File: src/rtl/fp_pkg.sv
// Shared floating-point FU definitions: rounding-mode encodings, legality check
// and the result record that travels through the completion FIFO.
package fp_pkg;

  localparam int FP_DATA_W = 64;
  localparam int FP_TAG_W  = 16;

  typedef enum logic [2:0] {
    RM_RNE = 3'b000,
    RM_RTZ = 3'b001,
    RM_RDN = 3'b010,
    RM_RUP = 3'b011,
    RM_RMM = 3'b100,
    RM_DYN = 3'b111
  } rm_e;

  // Encodings 101/110 are reserved; 111 is only meaningful before resolution.
  function automatic logic is_legal_rm(input logic [2:0] rm);
    return rm <= RM_RMM;
  endfunction

  typedef struct packed {
    logic [FP_DATA_W-1:0] data;
    logic [FP_TAG_W-1:0]  tag;
    logic                 illegal;
  } fu_result_t;

endpackage

File: src/rtl/fu_result_fifo.sv
// Synchronous FIFO of FU results with occupancy count; clear empties it in one cycle.
module fu_result_fifo
  import fp_pkg::*;
#(
  parameter int DEPTH = 4
) (
  input  logic                       clk,
  input  logic                       rst_n,
  input  logic                       clear,
  input  logic                       push,
  input  fu_result_t                 push_data,
  input  logic                       pop,
  output fu_result_t                 head,
  output logic [$clog2(DEPTH):0]     count
);

  localparam int PW = $clog2(DEPTH);
  localparam int CW = PW + 1;

  fu_result_t       mem [DEPTH];
  logic [PW-1:0]    rd_ptr;
  logic [PW-1:0]    wr_ptr;
  logic             do_push;
  logic             do_pop;

  assign do_push = push && !clear;
  assign do_pop  = pop && (count != '0) && !clear;
  assign head    = mem[rd_ptr];

  // DEPTH is a power of two, so the pointers wrap naturally.
  always_ff @(posedge clk or negedge rst_n) begin
    if (!rst_n) begin
      rd_ptr <= '0;
      wr_ptr <= '0;
      count  <= '0;
    end else if (clear) begin
      rd_ptr <= '0;
      wr_ptr <= '0;
      count  <= '0;
    end else begin
      if (do_push) wr_ptr <= wr_ptr + 1'b1;
      if (do_pop)  rd_ptr <= rd_ptr + 1'b1;
      case ({do_push, do_pop})
        2'b10:   count <= count + 1'b1;
        2'b01:   count <= count - 1'b1;
        default: count <= count;
      endcase
    end
  end

  always_ff @(posedge clk) begin
    if (do_push) mem[wr_ptr] <= push_data;
  end

  a_no_overflow: assert property (@(posedge clk) disable iff (!rst_n)
    !(do_push && !do_pop && count == CW'(DEPTH)));

endmodule

File: src/rtl/fadd_issue_ctrl.sv
// Issue/completion controller for the fixed-latency FP adder: resolves rm, tracks
// in-flight tags and buffers results behind a credit check so none are dropped.
module fadd_issue_ctrl
  import fp_pkg::*;
#(
  parameter int N     = 32,
  parameter int LAT   = 3,
  parameter int TAG_W = 5,
  parameter int DEPTH = 4
) (
  input  logic             clk,
  input  logic             rst_n,
  input  logic             in_valid,
  output logic             in_ready,
  input  logic [N-1:0]     in_a,
  input  logic [N-1:0]     in_b,
  input  logic             in_sub,
  input  logic [2:0]       in_rm,
  input  logic [TAG_W-1:0] in_tag,
  input  logic [2:0]       fcsr_frm,
  input  logic             flush,
  output logic             fu_valid,
  output logic [N-1:0]     fu_a,
  output logic [N-1:0]     fu_b,
  output logic [2:0]       fu_frm,
  input  logic [N-1:0]     fu_out,
  output logic             out_valid,
  input  logic             out_ready,
  output logic [N-1:0]     out_data,
  output logic [TAG_W-1:0] out_tag,
  output logic             out_illegal,
  output logic             busy
);

  localparam int CW = $clog2(DEPTH) + 1;
  localparam int IW = $clog2(LAT + 1);
  localparam int SW = ((IW > CW) ? IW : CW) + 1;

  logic             started_q;
  logic [LAT-1:0]   trk_v;
  logic [LAT-1:0]   trk_ill;
  logic [TAG_W-1:0] trk_tag [LAT];
  logic [2:0]       rm;
  logic             legal;
  logic             accept;
  logic [IW-1:0]    inflight;
  logic [SW-1:0]    used;
  logic [CW-1:0]    fifo_count;
  logic             push;
  logic             pop;
  fu_result_t       push_data;
  fu_result_t       head;
  logic             unused_head;

  assign rm     = (in_rm == RM_DYN) ? fcsr_frm : in_rm;
  assign legal  = is_legal_rm(rm);
  assign accept = in_valid && in_ready;

  always_comb begin
    inflight = '0;
    for (int i = 0; i < LAT; i++) inflight = inflight + IW'(trk_v[i]);
  end

  // Every accepted op holds one credit until writeback pops it, so a push can never find the FIFO full.
  assign used     = SW'(inflight) + SW'(fifo_count);
  assign in_ready = started_q && !flush && (used < SW'(DEPTH));

  assign fu_valid = accept && legal;
  assign fu_a     = fu_valid ? in_a : '0;
  assign fu_b     = fu_valid ? {in_b[N-1] ^ in_sub, in_b[N-2:0]} : '0;
  assign fu_frm   = fu_valid ? rm : 3'b000;

  always_ff @(posedge clk or negedge rst_n) begin
    if (!rst_n) started_q <= 1'b0;
    else        started_q <= 1'b1;
  end

  // Illegal ops ride the tracker too, which keeps completions in accept order.
  always_ff @(posedge clk or negedge rst_n) begin
    if (!rst_n) begin
      trk_v   <= '0;
      trk_ill <= '0;
      for (int i = 0; i < LAT; i++) trk_tag[i] <= '0;
    end else begin
      trk_v[0]   <= accept && !flush;
      trk_ill[0] <= !legal;
      trk_tag[0] <= in_tag;
      for (int i = 1; i < LAT; i++) begin
        trk_v[i]   <= trk_v[i-1] && !flush;
        trk_ill[i] <= trk_ill[i-1];
        trk_tag[i] <= trk_tag[i-1];
      end
    end
  end

  always_comb begin
    push_data         = '0;
    push_data.tag     = FP_TAG_W'(trk_tag[LAT-1]);
    push_data.illegal = trk_ill[LAT-1];
    if (!trk_ill[LAT-1]) push_data.data = FP_DATA_W'(fu_out);
  end

  assign push = trk_v[LAT-1];
  assign pop  = out_valid && out_ready;

  fu_result_fifo #(.DEPTH(DEPTH)) u_fifo (
    .clk       (clk),
    .rst_n     (rst_n),
    .clear     (flush),
    .push      (push),
    .push_data (push_data),
    .pop       (pop),
    .head      (head),
    .count     (fifo_count)
  );

  assign out_valid   = fifo_count != '0;
  assign out_data    = out_valid ? head.data[N-1:0] : '0;
  assign out_tag     = out_valid ? head.tag[TAG_W-1:0] : '0;
  assign out_illegal = out_valid && head.illegal;
  assign busy        = (inflight != '0) || (fifo_count != '0);
  assign unused_head = ^head;

endmodule

File: config.mk
export PLATFORM = sky130hd
export DESIGN_NAME = fadd_issue_ctrl
export DESIGN_NICKNAME = d
export VERILOG_FILES = /design/src/rtl/fp_pkg.sv /design/src/rtl/fu_result_fifo.sv /design/src/rtl/fadd_issue_ctrl.sv
export SDC_FILE = /design/constraint.sdc
export NUM_CORES = 1
export LEC_CHECK = 0
export ABC_AREA = 1
export CAP_MARGIN = 20
export CORE_MARGIN = 3
export CORE_UTILIZATION = 48
export DETAILED_ROUTE_END_ITERATION = 8
export GPL_ROUTABILITY_DRIVEN = 0
export PLACE_DENSITY = 0.8
export SYNTH_ARGS = -nofsm -noshare
export SYNTH_HDL_FRONTEND = slang
export SYNTH_SLANG_ARGS = --single-unit
File: constraint.sdc
create_clock -name clk -period 3.8 [get_ports clk]
set_input_delay 0.76 -clock clk [delete_from_list [all_inputs] [get_ports clk]]
set_output_delay 0.76 -clock clk [all_outputs]
set_load 0.02 [all_outputs]
==> reports/qor.csv <==
stage,metric,value,unit
outcome,status,finished clean,
floorplan,Die Y,133,um
synth,Post-Syn Instances,762,
drt,vias per cell,4.92,
worst_setup_path,worst path required time,3040,ps
grt,grt ovf,0,
synth,"Async S/R FF share, synth",0.160,
grt,initial antenna violation count,0,
timing,Slew @ Worst Pin,921,ps
drt,TritonRoute pass-1 iters,5,
finish,Antenna Cells,0,
drt,vias,5928,
synth,leading area contributor after synthesis,edfxtp_1,
finish,share of layout cells above drive strength 1,0.0584,
placed_design,Detail Placement HPWL,12.6,mm
worst_setup_path,category of the most critical setup path,flop to output pin,
synth,"Primary FF master, synth",edfxtp_1,
drt,DRT iter0 DRCs,401,
worst_setup_path,worst r2r path cells,11,
floorplan,Initial Util,0.500,
synth,Post-synth EDFFs,152,
synth,net count after synthesis,882,
timing,period utilization,0.957,
floorplan,I/O Pins,222,
worst_setup_path,startpoint types,flop,
synth,library cells used by synthesis,23,
synth,flip-flop and latch count after synthesis,181,
drt,post-route ant nets,0,
timing,number of endpoints failing setup at the final stage,0,
floorplan,Core ar.,15500,um^2
grt,first-pass GRT wire length,30.4,mm
synth,Syn Area/Cell,10.2,um^2
synth,post-synth top area share,0.587,
power_and_ir_drop,Lkg Pwr,0.00471,uW
finish,Area Overhead vs Synth,40.3,%
finish,nets,1100,
drt,DRC violations left,0,
clock_tree,clk buf depth,2,
placed_design,post-place setup slack,296,ps
power_and_ir_drop,Peak VDD IR,0.000345,V
timing,Final WS setup,163,ps
drt,WL final,19.2,mm
timing,f_max,275,MHz
finish,Multi-input gate area,1900,um^2
placed_design,Port Buffers,221,
grt,vias in the first global route,6175,
synth,Yosys warnings,0,
clock_tree,"Reg clk slew, reported paths",60,ps
job,MaxCap Viol Count,0,
worst_setup_path,Critical Path End Type,output pin,
timing,fin. max-slew vios,0,
finish,Fillers,1110,
synth,largest cells by area after synthesis,"edfxtp_1 (59%), nor2_1 (13%), dfrtp_1 (9.3%)",
timing,RSZ-0062 raised after global routing,no,
timing,setup TNS,0,ps
clock_tree,Clock Tree Root,clkbuf_16,
timing,Slew HR,0.384,
synth,sequential share of the synthesized area,0.680,
timing,Final Critical Period,3640,ps
floorplan,Cell Rows,45,
timing,clk_skew,15.2,ps
floorplan,total die area,17800,um^2
clock_tree,Clock Sinks,181,
finish,Reg area,5290,um^2
synth,Post-Syn Area,7780,um^2
clock_tree,Setup Buffers After CTS,0,
clock_tree,TritonCTS clock tree,built,
power_and_ir_drop,Pwr per Cell Area,381,nW/um^2
worst_setup_path,"Cell Chain, Critical Path",fa_1 -> ha_1 -> nand3_1 -> nand3_1 -> inv_2 -> nand2_1 -> inv_2 -> nand2_2 -> buf_12 -> nor2_1 -> clkdlybuf4s50_1,
worst_setup_path,reg2reg start,u_fifo.count[2]$_DFFE_PN0P_,
grt,GRT Total Usage,0.219,
min_path,min-delay src,trk_ill[0]$_DFF_PN0_,
floorplan,Die W,133,um
worst_setup_path,Critical Path Max Stage Delay,620,ps
worst_setup_path,Worst setup startpoint,trk_v[0]$_DFF_PN0_,
synth,most instantiated library cell after synthesis,nor2_1,
worst_setup_path,crit path DAT,2880,ps
timing,"Hold Vio Cnt, Final",0,
grt,largest net degree at the start of global routing,69,
worst_setup_path,end point of the critical path,fu_a[22],
clock_tree,H-Tree Depth,4,
worst_setup_path,R2R Setup Slk,1890,ps
drt,DR WL/cell,15.9,um
clock_tree,clk_lat worst skew,430,ps
worst_setup_path,Slowest cell on crit path,clkdlybuf4s50_1,
worst_setup_path,Crit Path Max Fanout,68,
synth,synth cell count leaders,"nor2_1 (262), edfxtp_1 (152), inv_1 (112), o21ai_0 (77), a21oi_1 (41)",
worst_setup_path,reg2reg end,u_fifo.count[2]$_DFFE_PN0P_,
min_path,hold crit path type,flop to flop,
clock_tree,Num CTS Buffers,17,
per-layer routing:
metal	GRT usage	routed length, um	vias to the layer above
met5	0	0	-
met4	0.0966	433	0
met2	0.398	10300	253
met1	0.242	6940	2761
li1	-	-	2885
met3	0.0544	1490	29
cell usage in the layout (no fill, tap or decap):
master and n:
buf_4 11, clkbuf_16 18, xor2_1 1, inv_6 4, ha_1 5, dfrtp_1 28
nor2_4 4, buf_12 7, o21ai_1 3, clkbuf_8 1, xnor2_1 1, inv_4 2
conb_1 1, inv_2 3, nand4_1 3, clkinv_2 1, nand3_1 5, nand3_2 1
nand2_1 23, a21oi_1 41, clkdlybuf4s50_1 201, clkinv_4 4, nand3b_1 1, dfrtp_2 1
o21ai_0 77, inv_1 112, fa_1 2, dlymetal6s2s_1 19, edfxtp_1 152, nand2_2 1
nor2_1 258, clkbuf_1 2
per-stage QoR:
stage                     utilization  instances  power, uW  area (um^2)  hold WS, ps
final                           0.702       1204       4160        10900          349
after CTS                       0.699       1204       4190        10900          350
after global routing            0.702       1204       4290        10900          366
after detailed placement        0.663       1172       2580        10300          335
after floorplan                     -        762       2370         7780          331
after global placement          0.663       1172       2580        10300          334
worst max-delay path, delay by kind of cell, from the launching register on:
kind                       cells  cell delay (ps)
buffers and inverters          4              940
adders and majority gates      2              720
DFF                            1              400
and+or+nand+nor                5              390
flip-flops by register name (all words and copies together) (netlist names):
| register | count |
|---|---|
| u_fifo.mem | 152 |
| trk_tag | 10 |
| push_data | 5 |
| trk_ill | 3 |
| trk_v | 3 |
| u_fifo.count | 3 |
| u_fifo.rd_ptr | 2 |
| u_fifo.wr_ptr | 2 |
| started_q | 1 |
power by group:
group,internal [uW],switching (uW),total (uW),leakage [uW]
clock network,904,714,1620,0.000279
registers,2180,8.78,2190,0.00174
logic,180,173,353,0.00269
total,3260,895,4160,0.00471
worst min path at each step:
stage	to	depth (start not counted)
2_1_floorplan	push_data[1]$_DFF_PN0_	0
3_3_place_gp	trk_tag[7]$_DFF_PN0_	0
3_5_place_dp	trk_ill[1]$_DFF_PN0_	0
4_1_cts	trk_ill[1]$_DFF_PN0_	0
5_1_grt	push_data[2]$_DFF_PN0_	0
6_report	trk_ill[1]$_DFF_PN0_	0
what timing repair did:
action                                 in CTS  in global routing
resized for setup                           0                 19
endpoints found under the hold margin       0                  0
hold buffers                                0                  0
setup endpoints to repair                   0                 19
layout make-up:
cell class | count | area share
tap | 211 | 0.0242
multi-input combinational | 427 | 0.174
clock buffer | 21 | 0.0432
clock inverter | 11 | 0.00802
timing repair buffer | 238 | 0.227
inverter | 115 | 0.0395
sequential | 181 | 0.485
logic make-up (layout without fill, tap and decap cells):
group,count (synthesis),in the layout,share of synthesized area
AND/OR/NAND/NOR,296,296,0.146
flip-flops,181,181,0.680
buffers and inverters,154,385,0.0798
AO/OA/AOI/OAI,121,121,0.0779
adder cells (fa/ha/maj),7,7,0.0132
XOR/XNOR,2,2,0.00225
other,1,1,0.000482
Note: power is estimated with default switching activity, not from simulation.
